==> config.mk <==
export PLATFORM = sky130hd
export DESIGN_NAME = shift_add_multiplier
export DESIGN_NICKNAME = d
export VERILOG_FILES = /design/src/rtl/shift_add_multiplier_pkg.sv /design/src/rtl/shift_add_multiplier.sv
export SDC_FILE = /design/constraint.sdc
export NUM_CORES = 1
export LEC_CHECK = 0
export BUFFER_PORTS_ARGS = -buffer_cell sky130_fd_sc_hd__buf_2
export CAP_MARGIN = 20
export CORE_ASPECT_RATIO = 0.9
export CORE_MARGIN = 4
export CORE_UTILIZATION = 60
export DETAILED_ROUTE_END_ITERATION = 16
export GPL_TIMING_DRIVEN = 0
export PLACE_DENSITY_LB_ADDON = 0.15
export SETUP_SLACK_MARGIN = 0.4
export SKIP_LAST_GASP = 1
export SYNTH_ARGS = -nofsm -noshare
export SYNTH_HDL_FRONTEND = slang
export SYNTH_SLANG_ARGS = --single-unit
==> constraint.sdc <==
create_clock -name clk -period 13.2 [get_ports clk]
set_input_delay 3.96 -clock clk [delete_from_list [all_inputs] [get_ports clk]]
set_output_delay 3.96 -clock clk [all_outputs]
set_load 0.1 [all_outputs]
==> src/rtl/shift_add_multiplier_pkg.sv <==
// rtl/shift_add_multiplier_pkg.sv - shared constants for the shift-and-add multiplier
package shift_add_multiplier_pkg;

    // Default operand widths, kept in step with the non-restoring divider
    localparam int DEF_WIDTH_A = 32;
    localparam int DEF_WIDTH_B = 16;

    // Controller state encoding
    typedef enum logic [1:0] {
        IDLE  = 2'd0,
        ADD   = 2'd1,
        SHIFT = 2'd2,
        DONE  = 2'd3
    } state_e;

    // Operation select
    localparam logic MODE_MUL = 1'b0;
    localparam logic MODE_MAC = 1'b1;

endpackage

==> src/rtl/shift_add_multiplier.sv <==
// rtl/shift_add_multiplier.sv - sequential radix-2 shift-and-add multiplier with optional accumulate
module shift_add_multiplier
    import shift_add_multiplier_pkg::*;
#(
    parameter int WIDTH_A = DEF_WIDTH_A,
    parameter int WIDTH_B = DEF_WIDTH_B
) (
    input  logic                       clk,
    input  logic                       reset,
    input  logic                       valid_in,
    input  logic                       mode,
    input  logic [WIDTH_A-1:0]         multiplicand,
    input  logic [WIDTH_B-1:0]         multiplier,
    input  logic [WIDTH_A-1:0]         addend,
    output logic                       busy,
    output logic                       valid_out,
    output logic [WIDTH_A+WIDTH_B-1:0] result
);

    localparam int WIDTH_R = WIDTH_A + WIDTH_B;
    localparam int CW      = $clog2(WIDTH_B + 1);
    localparam logic [CW-1:0] CNT_INIT = CW'(WIDTH_B);
    localparam logic [CW-1:0] CNT_LAST = CW'(1);

    state_e               state_q, state_d;
    logic [WIDTH_R-1:0]   acc_q, acc_d;
    logic [WIDTH_R-1:0]   mc_q, mc_d;
    logic [WIDTH_B-1:0]   mp_q, mp_d;
    logic [CW-1:0]        cnt_q, cnt_d;
    logic                 busy_q, busy_d;
    logic                 valid_q, valid_d;
    logic [WIDTH_R-1:0]   result_q, result_d;

    // State and datapath registers; reset aborts any operation in flight
    always_ff @(posedge clk or posedge reset) begin
        if (reset) begin
            state_q  <= IDLE;
            acc_q    <= '0;
            mc_q     <= '0;
            mp_q     <= '0;
            cnt_q    <= '0;
            busy_q   <= 1'b0;
            valid_q  <= 1'b0;
            result_q <= '0;
        end else begin
            state_q  <= state_d;
            acc_q    <= acc_d;
            mc_q     <= mc_d;
            mp_q     <= mp_d;
            cnt_q    <= cnt_d;
            busy_q   <= busy_d;
            valid_q  <= valid_d;
            result_q <= result_d;
        end
    end

    // Next-state: one ADD/SHIFT pair per multiplier bit, no early exit
    always_comb begin
        state_d = state_q;
        case (state_q)
            IDLE:    if (valid_in) state_d = ADD;
            ADD:     state_d = SHIFT;
            SHIFT:   state_d = (cnt_q == CNT_LAST) ? DONE : ADD;
            DONE:    state_d = IDLE;
            default: state_d = IDLE;
        endcase
    end

    // Datapath and registered-output next values for each state
    always_comb begin
        acc_d    = acc_q;
        mc_d     = mc_q;
        mp_d     = mp_q;
        cnt_d    = cnt_q;
        busy_d   = busy_q;
        valid_d  = valid_q;
        result_d = result_q;
        case (state_q)
            IDLE: begin
                if (valid_in) begin
                    // Seeding ACC with the addend makes the accumulate free
                    acc_d  = (mode == MODE_MAC) ? WIDTH_R'(addend) : '0;
                    mc_d   = WIDTH_R'(multiplicand);
                    mp_d   = multiplier;
                    cnt_d  = CNT_INIT;
                    busy_d = 1'b1;
                end
            end
            ADD: begin
                if (mp_q[0]) acc_d = acc_q + mc_q;
            end
            SHIFT: begin
                mc_d  = mc_q << 1;
                mp_d  = mp_q >> 1;
                cnt_d = cnt_q - CNT_LAST;
                if (cnt_q == CNT_LAST) begin
                    result_d = acc_q;
                    valid_d  = 1'b1;
                end
            end
            DONE: begin
                valid_d = 1'b0;
                busy_d  = 1'b0;
            end
            default: begin
                acc_d    = '0;
                mc_d     = '0;
                mp_d     = '0;
                cnt_d    = '0;
                busy_d   = 1'b0;
                valid_d  = 1'b0;
                result_d = '0;
            end
        endcase
    end

    assign busy      = busy_q;
    assign valid_out = valid_q;
    assign result    = result_q;

    // A result is only ever published while the unit is still busy
    assert property (@(posedge clk) disable iff (reset) valid_q |-> busy_q);

endmodule

# Word-level counts from Yosys, hierarchy flattened
# Cells that the tools add are included.
[op_classes]
add_sub_neg = 2
n_eq_ne = 7
muxes = 17
n_reduce_logical = 10
[ops]
columns = ["operator", "count"]
rows = [
  ["$pmux 48 s2", 2],
  ["$mux 48", 3],
  ["$add 48x48->48", 1],
  ["$mux 32", 1],
  ["$pmux 16 s2", 1],
  ["$mux 16", 1],
  ["$pmux 5 s2", 1],
  ["$pmux 2 s4", 1],
  ["$reduce_and 2->1", 4],
  ["$reduce_bool 2->1", 4],
  ["$ne 2x2->1 const B", 3],
  ["$eq 5x1->1 const B", 1],
  ["$mux 5", 1],
  ["$sub 5x1->5 const B", 1],
  ["$eq 2x2->1 const B", 2],
  ["$mux 2", 2],
  ["$pmux 1 s2", 2],
  ["$reduce_and 3->1", 1],
  ["$eq 2x1->1 const B", 1],
  ["$logic_not 2->1", 1],
  ["$mux 1", 2],
]
[totals]
ff_bits = 169
in_bits = 84
out_inout_bits = 50
word_cells = 44

# Depth between registers and ports, before layout
[logic_depth]
depth_word = 3
depth_mapped = 13
mapped_depth_nobuf = 13

# Least setup slack after synthesis
# No wires, ideal clock.
[synth_timing]
path_kind = "input to register"
start = "in valid_in"
end = "reg mp_q[0]"
setup_ns = 0.082
t_arrival_ns = 5.076
required_ns = 13.118
slack_ns = 8.042
cell_stages = 7
n_path_buf = 2
cell_sequence = "nor2_1 > or2_2 > inv_2 > clkbuf_1 > clkbuf_1 > nor2_1 > a31oi_1"
[synth_via]
elab_chain_len = 2
[synth_lines]
columns = ["item", "line", "source"]
rows = [
  ["start: declaration", "shift_add_multiplier.sv:10", "input logic valid_in,"],
  ["$ne 2x2->1 (no line)", "-", ""],
  ["$reduce_and 2->1 (no line)", "-", ""],
  ["end signal: assignment", "shift_add_multiplier.sv:49", "mp_q <= mp_d;"],
  ["end: declaration", "shift_add_multiplier.sv:28", "logic [WIDTH_B-1:0] mp_q, mp_d;"],
]
# No other way between the ends.
# A chain may end at the register's enable or synchronous reset.

# Worst setup path after layout
# Same ends and word-level chain as after synthesis.

==> results.md <==
| Metric | Value |
| --- | --- |
| Total of cells resized after clock tree synthesis | 0 |
| Most common flop cell mapped by yosys | sky130_fd_sc_hd__dfrtp_1 |
| Die ar. | 18500 um^2 |
| Actual slew at the worst max-slew pin | 0.886 ns |
| Clock tree from TritonCTS | built |
| Floorplan die height | 129 um |
| Share of final-layout standard cells stronger than drive strength 1 | 0.197 |
| Total setup violations reported at the end of the flow | 0 |
| Wire length of the first global-routing pass | 42.0 mm |
| Clock period minus final worst setup slack | 5.58 ns |
| Estimated wirelength of the detail-placed design | 19.5 mm |
| Type of the setup path with the least slack | input pin to flop |
| Number of sinks handled by clock tree synthesis | 169 |
| WL/cell | 18.3 um |
| Cell area after layout | 11300 um^2 |
| Number of cells produced by synthesis | 1066 |
| Fraction of synthesis flops using an asynchronous set or reset pin | 1.00 |
| Number of antenna violations at the first check in global routing | 1 |
| Final TNS setup | 0 ns |
| Number of hold-repair buffers added at the cts stage | 0 |
| Critical path launch point type | input pin |
| Max Slew Vio Count | 0 |
| Count of flip-flops with a built-in enable after synthesis | 0 |
| First-pass detailed-route iteration total | 5 |
| Clock root buffer | sky130_fd_sc_hd__clkbuf_16 |
| Setup repair bufs after CTS | 0 |
| Number of DRC violations after detailed-routing iteration 0 | 1007 |
| Average size of a mapped cell | 9.20 um^2 |
| DR vias | 8762 |
| Wirelength, routed | 26.3 mm |
| IO Count | 134 |
| Area of all sequential standard cells | 4230 um^2 |
| Fin Clk Skew | 0.00999 ns |
| Number of fillers in the final layout | 1314 |
| Clock slew at the register clock pins of the worst setup and hold paths | 0.07 ns |
| Cell area reported after detailed placement | 10800 um^2 |
| Required time reported for the critical path endpoint | 13.55 ns |
| Critical path data arrival time | 5.94 ns |
| Number of stages on the worst hold path | 2 |
| GRT Total Usage | 0.288 |
| FF-to-FF End | acc_q[42] |
| Gpl congestion | 0.948 |
| Final Net Count | 1353 |
| Fmax | 179 MHz |
| Max-slew headroom | 0.407 |
| Endpoint of the worst hold path | result[13] |
| Max-cap check violation count | 0 |
| Area used by multi-input combinational logic | 5140 um^2 |
| Effective utilization at floorplan | 0.610 |
| Number of remaining DRC errors | 0 |
| Worst min-delay path category | flop to flop |
| Pin count of the biggest net entering global routing | 108 |
| Skew-Pair Late Insertion Delay | 0.43 ns |
| Core region area | 16100 um^2 |
| Count of standard-cell rows | 44 |
| Yosys synthesis warning count | 0 |
| Minimum setup slack among reg-to-reg paths | 9.83 ns |
| Count of state elements after synthesis | 169 |
| Inserted Clock Buffers | 17 |
| Hold Startpoint | result[13] |
| IR drop worst, VDD | 247 uV |
| Number of buffer cells added on primary ports | 133 |
| Total grt overflow | 0 |
| Maximum fanout count along the critical path | 10 |
| CTS max path bufs | 2 |
| Number of cells on the worst reg-to-reg path | 13 |
| Post-synth net total | 1200 |
| Post-synthesis cell type count | 68 |
| Total leakage power | 5.66 nW |
| Vias in the first global route | 8018 |
| Startpoint of the lowest-slack register-to-register path | acc_q[0] |
| Syn-to-layout area delta | 15.2% |
| Final antenna-violating net count | 0 |
| Floorplan die width | 143 um |
| Pwr/cell area | 299 nW/um^2 |
| Seq/Total Area, Yosys | 0.431 |
| Final clock period utilization by the worst path | 0.423 |
| Hold Violations, Final | 0 |
| Nature of the critical path endpoint | flop |
| Result of the run | finished clean |
| Core Util, Final | 0.703 |
| H-tree levels | 4 |
| Total standard cell area after synthesis | 9810 um^2 |
| DR vias/cell | 6.09 |
| Unrepaired setup endpoints after global routing | false |
[per-layer routing]
layer | vias to the layer above | part of all wire | global-route usage
met2 | 360 | 0.43 | 0.420
met5 | - | 0 | 0
met4 | 0 | 0.019 | 0.0811
met1 | 4240 | 0.47 | 0.436
met3 | 42 | 0.084 | 0.0631
li1 | 4120 | - | -
[final cells by class]
cell class              count  share of cell area
clock inverters            10             0.00609
inverters                  17             0.00631
well taps                 207              0.0229
multi-input cells         815               0.455
clock buffers              21              0.0407
flip-flops and latches    169               0.374
diodes                      1            0.000221
plain buffers              65              0.0332
repair buffers            134              0.0613
[cell usage in the layout (no fill, tap or decap), drive strengths merged, types with 14 or more instances in the layout]
cell type    n
inv         20
xnor2       22
a22o        18
nor2        84
o21ai       83
mux2        45
a21o        41
nand3       14
nand2      187
xor2        20
ha          49
dfrtp      169
buf        144
a31oi       69
a21oi       61
clkbuf      75
[report_power, final]
group          internal, mW  total, mW  switching (mW)
sequential            0.715      0.872           0.157
combinational         0.661       2.04            1.38
clock                 0.250      0.464           0.214
total                  1.63       3.38            1.75
[logic make-up after synthesis]
family / count (synthesis) / synth area share
AND/OR/NAND/NOR: 351 / 0.157
flip-flops: 169 / 0.431
AO/OA/AOI/OAI: 324 / 0.210
buffers and inverters: 82 / 0.0448
adder cells (fa/ha/maj): 50 / 0.0645
XOR/XNOR: 42 / 0.0375
multiplexers: 48 / 0.0547
[through the flow]
stage	instances	setup WS [ns]	hold WS, ns	power, mW
finish	1439	7.62	0.480	3.38
detailed placement	1407	7.25	0.470	2.88
CTS	1438	7.69	0.484	3.35
floorplan	1066	4.66	0.467	2.44
global placement	1406	2.83	0.461	2.84
global route	1439	7.57	0.506	3.60
[synthesized netlist by cell type, drive strengths merged (14+ instances only)]
cell type  count  share of area
a21oi         61          0.031
nor2          84          0.032
clkbuf        54          0.027
ha            49          0.062
xor2          20          0.018
mux2          45          0.052
a21o          41          0.032
o21ai         83          0.043
a22o          18          0.016
nand2        187          0.072
nand3         14         0.0089
a31oi         69          0.044
inv           17         0.0065
dfrtp        169           0.43
xnor2         22          0.020
[state kept, by name, indices dropped and copies added (netlist names)]
register and count:
cnt_q 5, acc_q 48, busy 1, mc_q 48, result 48, state_q 2
mp_q 16, valid_out 1
[worst max-delay path by stage]
stage               cells past startpoint        to      from  slack, ns
detailed placement                      8   mp_q[0]  valid_in       7.25
global placement                        2  mc_q[10]     reset       2.83
CTS                                     8   mp_q[0]  valid_in       7.69
finish                                  8   mp_q[0]  valid_in       7.62
floorplan                               1  acc_q[0]     reset       4.66
global route                            8   mp_q[0]  valid_in       7.57
[critical path, cell delays in order]
cell                       delay (ns)
sky130_fd_sc_hd__buf_2           0.10
sky130_fd_sc_hd__nor2_1          0.04
sky130_fd_sc_hd__or2_2           0.30
sky130_fd_sc_hd__inv_2           0.13
sky130_fd_sc_hd__clkbuf_1        0.55
sky130_fd_sc_hd__clkbuf_1        0.58
sky130_fd_sc_hd__nor2_1          0.10
sky130_fd_sc_hd__a31oi_1         0.16
No activity file was read; power rests on OpenSTA's default activity.
